### src/rtl/usrt_tx_shifter_if.sv
// Handshake and serial-line bundle between the framing block, the serializer
// and the link pins.
interface usrt_tx_shifter_if;
    logic [10:0] i_Frame;
    logic [1:0]  i_Parity;
    logic        i_Valid;
    logic        o_Ready;
    logic        o_Tx;
    logic        o_Sclk;
    logic        o_Busy;
    logic        o_Done;

    modport master (
        output i_Frame, i_Parity, i_Valid,
        input  o_Ready, o_Tx, o_Sclk, o_Busy, o_Done
    );

    modport slave (
        input  i_Frame, i_Parity, i_Valid,
        output o_Ready, o_Tx, o_Sclk, o_Busy, o_Done
    );
endinterface

### src/rtl/usrt_tx_shifter.sv
// Synchronous serializer: shifts one framed word out LSB-first with a gated
// bit clock whose rising edge sits mid-bit; optional generated second stop bit.
module usrt_tx_shifter #(
    parameter int CLKS_PER_BIT = 4,
    parameter int STOP_BITS    = 1
) (
    input  logic            i_Pclk,
    input  logic            i_Reset,
    usrt_tx_shifter_if.slave bus
);
    localparam int PHASE_W = (CLKS_PER_BIT > 2) ? $clog2(CLKS_PER_BIT) : 1;
    localparam logic [PHASE_W-1:0] PHASE_LAST = PHASE_W'(CLKS_PER_BIT - 1);
    localparam logic [PHASE_W-1:0] PHASE_HALF = PHASE_W'(CLKS_PER_BIT / 2);

    typedef enum logic [1:0] {
        ST_IDLE  = 2'd0,
        ST_SHIFT = 2'd1,
        ST_STOP2 = 2'd2
    } state_t;

    state_t             state_reg,   state_next;
    logic [10:0]        shift_reg,   shift_next;
    logic [3:0]         bit_cnt_reg, bit_cnt_next;
    logic [3:0]         nbits_reg,   nbits_next;
    logic [PHASE_W-1:0] phase_reg,   phase_next;

    logic tx_reg,    tx_next;
    logic sclk_reg,  sclk_next;
    logic ready_reg, ready_next;
    logic busy_reg,  busy_next;
    logic done_reg,  done_next;

    logic        accept;
    logic        has_parity;
    logic        phase_end;
    logic        last_bit;
    logic [10:0] load_word;

    assign accept     = ready_reg && bus.i_Valid;
    assign has_parity = (bus.i_Parity == 2'b01) || (bus.i_Parity == 2'b10);
    assign phase_end  = (phase_reg == PHASE_LAST);
    assign last_bit   = (bit_cnt_reg == (nbits_reg - 4'd1));

    // Without parity the stop bit is moved down into slot 9 so the shifter
    // never has to skip a position; the top slot is padding that never leaves.
    genvar gi;
    generate
        for (gi = 0; gi < 11; gi++) begin : g_load
            if (gi < 9) begin : g_data
                assign load_word[gi] = bus.i_Frame[gi];
            end else if (gi == 9) begin : g_par_or_stop
                assign load_word[gi] = has_parity ? bus.i_Frame[9] : bus.i_Frame[10];
            end else begin : g_top
                assign load_word[gi] = has_parity ? bus.i_Frame[10] : 1'b1;
            end
        end
    endgenerate

    always_ff @(posedge i_Pclk) begin
        if (i_Reset) begin
            state_reg   <= ST_IDLE;
            shift_reg   <= '0;
            bit_cnt_reg <= '0;
            nbits_reg   <= '0;
            phase_reg   <= '0;
            tx_reg      <= 1'b1;
            sclk_reg    <= 1'b0;
            ready_reg   <= 1'b1;
            busy_reg    <= 1'b0;
            done_reg    <= 1'b0;
        end else begin
            state_reg   <= state_next;
            shift_reg   <= shift_next;
            bit_cnt_reg <= bit_cnt_next;
            nbits_reg   <= nbits_next;
            phase_reg   <= phase_next;
            tx_reg      <= tx_next;
            sclk_reg    <= sclk_next;
            ready_reg   <= ready_next;
            busy_reg    <= busy_next;
            done_reg    <= done_next;
        end
    end

    always_comb begin
        state_next   = state_reg;
        shift_next   = shift_reg;
        bit_cnt_next = bit_cnt_reg;
        nbits_next   = nbits_reg;
        phase_next   = phase_reg;

        case (state_reg)
            ST_IDLE: begin
                if (accept) begin
                    state_next   = ST_SHIFT;
                    shift_next   = load_word;
                    bit_cnt_next = 4'd0;
                    nbits_next   = has_parity ? 4'd11 : 4'd10;
                    phase_next   = '0;
                end
            end
            ST_SHIFT: begin
                if (phase_end) begin
                    phase_next = '0;
                    if (last_bit) begin
                        bit_cnt_next = 4'd0;
                        state_next   = (STOP_BITS == 2) ? ST_STOP2 : ST_IDLE;
                    end else begin
                        bit_cnt_next = bit_cnt_reg + 4'd1;
                        shift_next   = {1'b1, shift_reg[10:1]};
                    end
                end else begin
                    phase_next = phase_reg + 1'b1;
                end
            end
            ST_STOP2: begin
                if (phase_end) begin
                    phase_next = '0;
                    state_next = ST_IDLE;
                end else begin
                    phase_next = phase_reg + 1'b1;
                end
            end
            default: begin
                state_next = ST_IDLE;
                phase_next = '0;
            end
        endcase
    end

    // Outputs are registered from the next-state values so the line, the bit
    // clock and the handshake all change on the same edge as the state.
    always_comb begin
        tx_next    = 1'b1;
        sclk_next  = 1'b0;
        ready_next = 1'b0;
        busy_next  = 1'b0;
        done_next  = 1'b0;

        if (state_next == ST_SHIFT) begin
            tx_next = shift_next[0];
        end
        if (state_next != ST_IDLE) begin
            sclk_next = (phase_next >= PHASE_HALF);
            busy_next = 1'b1;
        end else begin
            ready_next = 1'b1;
        end
        done_next = (state_reg != ST_IDLE) && (state_next == ST_IDLE);
    end

    assign bus.o_Tx    = tx_reg;
    assign bus.o_Sclk  = sclk_reg;
    assign bus.o_Ready = ready_reg;
    assign bus.o_Busy  = busy_reg;
    assign bus.o_Done  = done_reg;

endmodule
### src/flat_wrapper.sv
// flat-port wrapper written by rule: the top's interface ports become plain ports
module usrt_tx_shifter_flat 
#(
    parameter int CLKS_PER_BIT = 4,
    parameter int STOP_BITS    = 1
)
  (i_Pclk, i_Reset, bus_i_Frame, bus_i_Parity, bus_i_Valid, bus_o_Ready, bus_o_Tx, bus_o_Sclk, bus_o_Busy, bus_o_Done);
  usrt_tx_shifter_if bus_i ();
  input  logic i_Pclk;
  input  logic i_Reset;
  input wire logic [$bits(bus_i.i_Frame)-1:0] bus_i_Frame;
  input wire logic [$bits(bus_i.i_Parity)-1:0] bus_i_Parity;
  input wire logic [$bits(bus_i.i_Valid)-1:0] bus_i_Valid;
  output wire logic [$bits(bus_i.o_Ready)-1:0] bus_o_Ready;
  output wire logic [$bits(bus_i.o_Tx)-1:0] bus_o_Tx;
  output wire logic [$bits(bus_i.o_Sclk)-1:0] bus_o_Sclk;
  output wire logic [$bits(bus_i.o_Busy)-1:0] bus_o_Busy;
  output wire logic [$bits(bus_i.o_Done)-1:0] bus_o_Done;
  assign bus_i.i_Frame = bus_i_Frame;
  assign bus_i.i_Parity = bus_i_Parity;
  assign bus_i.i_Valid = bus_i_Valid;
  assign bus_o_Ready = bus_i.o_Ready;
  assign bus_o_Tx = bus_i.o_Tx;
  assign bus_o_Sclk = bus_i.o_Sclk;
  assign bus_o_Busy = bus_i.o_Busy;
  assign bus_o_Done = bus_i.o_Done;
  usrt_tx_shifter #(.CLKS_PER_BIT(CLKS_PER_BIT), .STOP_BITS(STOP_BITS)) u_core (.i_Pclk(i_Pclk), .i_Reset(i_Reset), .bus(bus_i));
endmodule
### config.mk
export PLATFORM = sky130hd
export DESIGN_NAME = usrt_tx_shifter_flat
export DESIGN_NICKNAME = d
export VERILOG_FILES = /design/src/rtl/usrt_tx_shifter_if.sv /design/src/rtl/usrt_tx_shifter.sv /design/src/flat_wrapper.sv
export SDC_FILE = /design/constraint.sdc
export NUM_CORES = 1
export LEC_CHECK = 0
export ABC_AREA = 1
export ABC_CLOCK_PERIOD_IN_PS = 1710
export CORE_MARGIN = 3
export CORE_UTILIZATION = 38
export DETAILED_ROUTE_END_ITERATION = 7
export GPL_TIMING_DRIVEN = 0
export PLACE_DENSITY = 0.59
export SETUP_SLACK_MARGIN = 0.5
export SLEW_MARGIN = 20
export SYNTH_ARGS = -nofsm -noshare
export SYNTH_HDL_FRONTEND = slang
export SYNTH_SLANG_ARGS = --single-unit
### constraint.sdc
create_clock -name i_Pclk -period 1.71 [get_ports i_Pclk]
set_input_delay 0.171 -clock i_Pclk [delete_from_list [all_inputs] [get_ports i_Pclk]]
set_output_delay 0.171 -clock i_Pclk [all_outputs]
set_load 0.02 [all_outputs]
==> flow_summary.ini, run 1 <==
[global_routing]
antenna_found_initial = 0
grt_pass1_vias = 1274
grt_pass1_wl_mm = 5.59
globalRouteOverflowTotal = 0
grt_max_degree = 14
grt_usage_pct = 17.0

[pwr]
ir_drop_v = 0.000595
p_clk_share_pct = 14.8
p_int_mw = 1.11
p_sw_share_pct = 36.6
p_per_area_nw_per_um2 = 896
p_sw_mw = 0.643
seq_power_share_pct = 42.6
power_leakage_nw = 0.775
power_frac_comb_pct = 42.6

[critical_path]
worstPathRequired_ns = 1.98
r2r_slack_ns = 0.15
reg2reg_to = u_core.bus.o_Done
critPathCaptureType = flop
timing.rr.start = u_core.nbits_reg[0]
crit_type = flop to flop
path_max_fanout = 4
worstRegToRegCells = 12
start_kind = flop
arrival_ns = 1.83

[final_layout]
diodes = 0
nFillCells = 304
syn2layout_area_growth_pct = 51.1
largest_reg_flops = 11
final_cell_mix = dfxtp_1 (22), nand2_1 (19), clkdlybuf4s50_1 (15)
final_nets = 233
post-route-util_pct = 62.1
drive_gt1_share_pct = 36.7
layout_commonest_cell = dfxtp_1

[route]
drtIter0Drc = 90
drc_errors = 0
antenna_left = 0
vias = 1242
wl_per_cell_um = 13.1
via_per_inst = 4.95
dr.pass1.iters = 5
routed_wl_mm = 3.29

[worst_hold_path]
hp-start = bus_i_Frame[6]
min_delay_worst_endpoint = u_core.shift_reg[6]
hold_class = input pin to flop
hold_depth = 3

[job]
maxCapViolCount = 0

[floorplan]
fp.dieArea_um2 = 4150
core_area_um2 = 3150
start_util_pct = 41.1
die_h_um = 64.4
num_io_pins = 21
num_rows = 20
die_w_um = 64.4

[cts]
cts_tree = built
path_clk_slew_ns = 0.13
cts_max_level = 1
insertion_delay_ns = 0.32
root_buffer = clkbuf_4
clk_path_buf_depth = 2
cts_buffers = 3
clkSinkCount = 26

[logic_synthesis]
syn_area_per_cell_um2 = 7.45
synth_nets = 198
synth-seq-cells = 26
synthCells = 174
netlist_area_um2 = 1300
netlist-cell-type-count = 23
synth_seq_area_share_pct = 40.2
yosys_warnings = 0

[sta]
fmax_mhz = 640
hold_viol_final = 0
clock_skew_ns = 0.00332
worstMarginPinSlew_ns = 0.474
rsz0062_at_grt = true
tns_ns = 0
timing.slew.headroom_pct = 68.4
fin_crit_sh_pct = 91.4
finalMaxSlewViolations = 0
setup_viol = 0
fin_crit_ns = 1.56

[placed_design]
routabilityCongestion = 0.753
dp.final_hpwl_mm = 2.19
numPortBuffers = 20

[status]
outcome = finished, final reports clean
cells in the mapped netlist, drive strengths merged:
| library cell | instances | area (µm²) |
|---|---|---|
| nand3 | 17 | 90.1 |
| xor2 | 3 | 26.3 |
| nand2 | 27 | 109 |
| a21oi | 24 | 120 |
| buf | 3 | 23.8 |
| a21boi | 1 | 7.51 |
| ha | 8 | 100 |
| a22o | 1 | 8.76 |
| o21ai | 17 | 88.8 |
| nor2 | 17 | 78.8 |
| inv | 26 | 97.6 |
| dfxtp | 26 | 521 |
| a2111oi | 1 | 8.76 |
| clkbuf | 1 | 3.75 |
| nand4 | 2 | 12.5 |
stage by stage:
stage	instance area (µm²)	hold slack [ns]	std cells	power [mW]	worst slack (ns)
4_1_cts	1790	0.463	247	1.63	0.144
5_1_grt	1960	0.466	251	1.88	0.0492
3_3_place_gp	1660	0.472	238	1.28	0.0946
3_5_place_dp	1660	0.472	238	1.30	0.0921
6_report	1960	0.468	251	1.76	0.148
2_1_floorplan	1400	0.240	174	1.15	0.280
layer usage:
metal | routed length (µm) | global-route usage, % | vias up | share of wire (%)
li1 | - | - | 642 | -
met1 | 1400 | 19.5 | 582 | 43
met2 | 1780 | 31.6 | 16 | 54
met4 | 13 | 2.37 | 0 | 0.40
met5 | 0 | 0 | - | 0
met3 | 96 | 4.75 | 2 | 2.9
cells by family after synthesis:
| group | Yosys count | share of synthesized area [%] |
|---|---|---|
| AND/OR/NAND/NOR | 63 | 22.4 |
| XOR/XNOR | 3 | 2.03 |
| buffers and inverters | 30 | 9.65 |
| AO/OA/AOI/OAI | 44 | 18.1 |
| flip-flops | 26 | 40.2 |
| adder cells (fa/ha/maj) | 8 | 7.72 |
what timing repair did:
action	in CTS	in global routing
buffers inserted	5	3
resized for setup	23	34
endpoints found under the hold margin	0	0
hold buffers	0	0
cloned	1	1
pin swaps	5	19
setup endpoints to repair	29	28
critical path: stages, from the launching register on:
cell and delay (ns):
dfxtp_4 0.39, inv_4 0.04, ha_4 0.25, inv_2 0.03, nand2_2 0.04, nand2_2 0.06, nor2_4 0.12, nand2_2 0.09
nand2_4 0.13, nand3_4 0.10, nand2_2 0.09, nand3_2 0.06, nor2_1 0.10
power groups by stage:
stage	clock network, mW	registers, mW	logic [mW]
floorplan	0	0.762	0.384
global placement	0	0.754	0.531
detailed placement	0	0.756	0.543
CTS	0.274	0.743	0.608
global route	0.299	0.759	0.822
finish	0.260	0.748	0.748
worst max path at each step:
stage                              startpoint                     to  slack, ns  cells past startpoint
after floorplan           u_core.nbits_reg[0]  u_core.bit_cnt_reg[0]       0.28                     11
after global placement            bus_i_Valid        u_core.bus.o_Tx       0.09                      8
after detailed placement          bus_i_Valid        u_core.bus.o_Tx       0.09                      8
after CTS                 u_core.nbits_reg[0]    u_core.shift_reg[1]       0.14                     11
after global routing      u_core.nbits_reg[0]      u_core.bus.o_Done       0.05                     12
final                     u_core.nbits_reg[0]      u_core.bus.o_Done       0.15                     12
area by class of cell:
class | count | area, µm² | area share (%)
Timing Repair Buffer | 30 | 314 | 16.0
Buffer | 4 | 38.8 | 1.98
Clock buffer | 3 | 22.5 | 1.15
Sequential cell | 26 | 533 | 27.2
Inverter | 26 | 113 | 5.75
Tap cell | 44 | 55.1 | 2.81
Multi-Input combinational cell | 118 | 882 | 45.0
Note: power is estimated with default switching activity, not from simulation.
==> run 2, diff against run 1 <==
--- a/config.mk
+++ b/config.mk
@@ -6,7 +6,7 @@
 export NUM_CORES = 1
 export LEC_CHECK = 0
 export ABC_AREA = 1
-export ABC_CLOCK_PERIOD_IN_PS = 1710
+export ABC_CLOCK_PERIOD_IN_PS = 1800
 export CORE_MARGIN = 3
 export CORE_UTILIZATION = 38
 export DETAILED_ROUTE_END_ITERATION = 7
==> constraint.sdc (replaced) <==
create_clock -name i_Pclk -period 1.8 [get_ports i_Pclk]
set_input_delay 0.18 -clock i_Pclk [delete_from_list [all_inputs] [get_ports i_Pclk]]
set_output_delay 0.18 -clock i_Pclk [all_outputs]
set_load 0.02 [all_outputs]
==> flow_summary.ini, run 2 (same netlist as run 1, synthesis figures left out) <==
[route]
vias = 1243
via_per_inst = 4.95
wl_per_cell_um = 12.8
drtIter0Drc = 73
routed_wl_mm = 3.20
drc_errors = 0
antenna_left = 0
dr.pass1.iters = 4

[sta]
fmax_mhz = 632
hold_viol_final = 0
timing.slew.headroom_pct = 68.3
fin_crit_ns = 1.58
tns_ns = 0
worstMarginPinSlew_ns = 0.476
finalMaxSlewViolations = 0
setup_viol = 0
fin_crit_sh_pct = 87.9
rsz0062_at_grt = true
clock_skew_ns = 0.00869

[critical_path]
path_buf_inv = 2
slowest_delay_ns = 0.40
cpMaxStageDelayCell = dfxtp_4
critPathCaptureType = flop
crit_type = flop to flop
timing.rr.start = u_core.nbits_reg[0]
reg2reg_to = u_core.bus.o_Done
path_cells = inv_4 -> ha_4 -> inv_2 -> nand2_1 -> nand2_1 -> nor2_2 -> nand2_2 -> nand2_4 -> nand3_4 -> nand2_1 -> nand3_1 -> nor2_1
path_max_fanout = 4
worstRegToRegCells = 12
worstPathRequired_ns = 2.07
critical_path.startpoint = u_core.nbits_reg[0]
r2r_slack_ns = 0.22
arrival_ns = 1.85
cp_top_family = simple AND/OR/NAND/NOR gates
cpMostUsedCell = nand2_1
start_kind = flop

[global_routing]
grt_pass1_wl_mm = 5.12
grt_usage_pct = 15.4
grt_max_degree = 15
antenna_found_initial = 0
globalRouteOverflowTotal = 0
grt_pass1_vias = 1197

[job]
maxCapViolCount = 0

[placed_design]
dp.final_hpwl_mm = 2.14
numPortBuffers = 20
place_area_um2 = 1640
routabilityCongestion = 0.776

[worst_hold_path]
hp-start = bus_i_Frame[8]
min_delay_worst_endpoint = u_core.shift_reg[8]
hold_class = input pin to flop
hold_depth = 3

[cts]
insertion_delay_ns = 0.33
cts_buffers = 3
root_buffer = clkbuf_4
cts_tree = built
cts_max_level = 1
path_clk_slew_ns = 0.15
clk_path_buf_depth = 2
clkSinkCount = 26
ctsHoldBuffers = 0

[floorplan]
fp.dieArea_um2 = 4150
num_io_pins = 21
num_rows = 20
die_w_um = 64.4
die_h_um = 64.4
start_util_pct = 41.1
core_area_um2 = 3150

[final_layout]
nFillCells = 295
multi_input_area_um2 = 836
diodes = 0
seq_area_um2 = 533
largest_reg_flops = 11
post-route-util_pct = 61.3
final_cell_mix = nand2_1 (22), dfxtp_1 (22), a21oi_1 (15), clkdlybuf4s50_1 (15)
fin_area_um2 = 1930
final_nets = 232
drive_gt1_share_pct = 31.9
syn2layout_area_growth_pct = 49.0

[pwr]
power_leakage_nw = 0.779
total_power_mw = 1.70
ir_drop_v = 0.000363
p_per_area_nw_per_um2 = 878

[status]
outcome = finished, final reports clean
## run 2: cell types whose count changed in the layout (fill, tap and decap cells not counted), sizes merged
cell,change
buf,-2
clkbuf,+2
clkdlybuf4s15,-3
dlygate4sd2,+3
## run 2: worst max-delay path by stage
stage	slack [ns]	to	cells after the start
after floorplan	0.37	u_core.bit_cnt_reg[0]	11
after global placement	0.17	u_core.bus.o_Tx	8
after detailed placement	0.18	u_core.bus.o_Tx	8
after CTS	0.21	u_core.bus.o_Tx	11
after global routing	0.13	u_core.bus.o_Done	12
final	0.22	u_core.bus.o_Done	12
## run 2: cell type report
type / instances / area share, %
repair buffers: 29 / 16.2
clock buffers: 4 / 1.88
inverters: 26 / 6.22
plain buffers: 4 / 2.01
well taps: 44 / 2.85
flip-flops and latches: 26 / 27.6
multi-input cells: 118 / 43.3
## run 2: worst min-delay path, cell delays in order
cell and delay, ns:
clkdlybuf4s50_1 0.41, a21oi_2 0.11, a21oi_1 0.06
## run 2: stage by stage
stage / worst slack [ns] / cells / hold WS [ns]
after floorplan: 0.370 / 174 / 0.249
after global placement: 0.166 / 238 / 0.469
after detailed placement: 0.176 / 238 / 0.471
after CTS: 0.209 / 245 / 0.465
after global routing: 0.130 / 251 / 0.455
final: 0.217 / 251 / 0.459
## run 2: repair_timing
item	CTS	global route
gates resized for setup	18	30
endpoints found under the setup margin	29	25
pin swaps	6	11
cloned	0	2
setup buffers	3	4
## run 2: power breakdown
part	internal [mW]	switching, mW	leakage, nW
Sequential	0.656	0.0556	0.216
Combinational	0.315	0.369	0.542
Clock	0.124	0.177	0.0210
Total	1.10	0.602	0.779
## run 2: metal layers
metal  vias up  track usage, %  share of wire [%]
met1       580            20.1                 45
met3         4            2.81                3.0
met5         -               0                  0
met2        20            25.6                 51
li1        639               -                  -
met4         0            4.75                1.1
==> run 3, diff against run 2 <==
--- a/config.mk
+++ b/config.mk
@@ -7,6 +7,7 @@
 export LEC_CHECK = 0
 export ABC_AREA = 1
 export ABC_CLOCK_PERIOD_IN_PS = 1800
+export CORE_ASPECT_RATIO = 0.5
 export CORE_MARGIN = 3
 export CORE_UTILIZATION = 38
 export DETAILED_ROUTE_END_ITERATION = 7
==> flow_summary.ini, run 3 (same netlist as run 1, synthesis figures left out) <==
[final_layout]
nFillCells = 283
post-route-util_pct = 61.0
syn2layout_area_growth_pct = 47.6
final_cell_mix = dfxtp_1 (22), nand2_1 (21), inv_1 (16)
layout_commonest_cell = dfxtp_1
largest_reg_flops = 11
final_nets = 231
diodes = 0
drive_gt1_share_pct = 35.1

[cts]
cts_max_level = 1
clk_path_buf_depth = 2
path_clk_slew_ns = 0.08
insertion_delay_ns = 0.26
cts_tree = built
cts_buffers = 3
ctsHoldBuffers = 0
clkSinkCount = 26
root_buffer = clkbuf_8

[global_routing]
antenna_found_initial = 0
grt_max_degree = 14
grt_usage_pct = 15.6
grt_pass1_wl_mm = 4.86
grt_pass1_vias = 1057
globalRouteOverflowTotal = 0

[sta]
hold_viol_final = 0
worstMarginPinSlew_ns = 0.489
timing.hold.ws_ns = 0.461
clock_skew_ns = 0.00280
fmax_mhz = 616
timing.slew.headroom_pct = 67.4
setup_viol = 0
rsz0062_at_grt = true
fin_crit_ns = 1.62
finalMaxSlewViolations = 0
fin_crit_sh_pct = 90.2
tns_ns = 0

[floorplan]
die_w_um = 88.6
num_rows = 14
die_h_um = 47.3
start_util_pct = 41.3
num_io_pins = 21
fp.dieArea_um2 = 4190
core_area_um2 = 3140

[pwr]
seq_power_share_pct = 41.7
ir_drop_v = 0.000385
p_sw_mw = 0.602
p_int_mw = 1.11
p_sw_share_pct = 35.1
power_frac_comb_pct = 40.0
power_leakage_nw = 0.772
p_per_area_nw_per_um2 = 897
p_clk_share_pct = 18.3

[placed_design]
numPortBuffers = 20
routabilityCongestion = 0.810
dp.final_hpwl_mm = 2.11

[job]
maxCapViolCount = 0

[route]
dr.pass1.iters = 4
wl_per_cell_um = 12.7
routed_wl_mm = 3.12
drtIter0Drc = 31
drc_errors = 0
vias = 1223
antenna_left = 0
via_per_inst = 4.99

[worst_hold_path]
hold_class = flop to flop

[critical_path]
worstRegToRegCells = 11
reg2reg_to = u_core.shift_reg[4]
cpMaxStageDelayCell = dfxtp_4
crit_type = flop to flop
cpMostUsedCell = nand2_2
worstPathRequired_ns = 1.99
start_kind = flop
cp_top_family = simple AND/OR/NAND/NOR gates
path_cells = inv_4 -> ha_4 -> inv_2 -> nand2_2 -> nand2_2 -> nor2_4 -> nand3_2 -> nand2_4 -> buf_8 -> a21oi_2 -> a21oi_1
path_max_fanout = 5
critPathCaptureType = flop
r2r_slack_ns = 0.18
slowest_delay_ns = 0.39
arrival_ns = 1.82
path_buf_inv = 3
timing.rr.start = u_core.nbits_reg[0]
cp-endpoint = u_core.shift_reg[4]
critical_path.startpoint = u_core.nbits_reg[0]
cp.depth = 11

[status]
outcome = finished, final reports clean
## run 3: cell types whose count changed in the layout (fill, tap and decap cells not counted), sizes merged
cell	delta
clkbuf	-2
## run 3: cell type report
class / instances / area (µm²) / area share, %
multi-input combinational: 118 / 856 / 44.7
sequential: 26 / 531 / 27.7
tap: 40 / 50.0 / 2.62
buffer: 4 / 41.3 / 2.16
inverter: 26 / 120 / 6.28
clock buffer: 3 / 41.3 / 2.16
timing repair buffer: 28 / 274 / 14.3
## run 3: power by group through the flow
stage	Clock, mW	Sequential (mW)	Combinational, mW
2_1_floorplan	0	0.723	0.352
3_3_place_gp	0	0.716	0.495
3_5_place_dp	0	0.718	0.502
4_1_cts	0.328	0.705	0.588
5_1_grt	0.348	0.726	0.750
6_report	0.315	0.715	0.686
## run 3: how the worst min path moves through the flow
stage,to,cells after the start,from
global placement,u_core.shift_reg[9],2,u_core.shift_reg[10]
finish,u_core.phase_reg[0],1,u_core.phase_reg[0]
CTS,u_core.shift_reg[7],2,u_core.shift_reg[8]
global route,u_core.phase_reg[0],1,u_core.phase_reg[0]
floorplan,u_core.nbits_reg[1],1,i_Reset
detailed placement,u_core.shift_reg[7],2,u_core.shift_reg[8]
## run 3: routing by layer
layer,GRT usage (%),wire [µm]
met2,25.3,1340
met1,21.0,1670
met5,0,0
met4,2.71,8
met3,5.08,101
## run 3: timing repair
action / CTS / global route
setup endpoints to repair: 29 / 25
pin swaps: 3 / 13
buffers inserted: 1 / 6
cloned: 1 / 0
resized for setup: 23 / 31
## run 3: through the flow
stage               power (mW)  cell area (µm²)  instances  setup slack [ns]
finish                    1.72             1910        245             0.176
global route              1.82             1910        245             0.108
CTS                       1.62             1750        239             0.222
detailed placement        1.22             1630        234             0.184
global placement          1.21             1630        234             0.204
floorplan                 1.08             1380        174             0.370
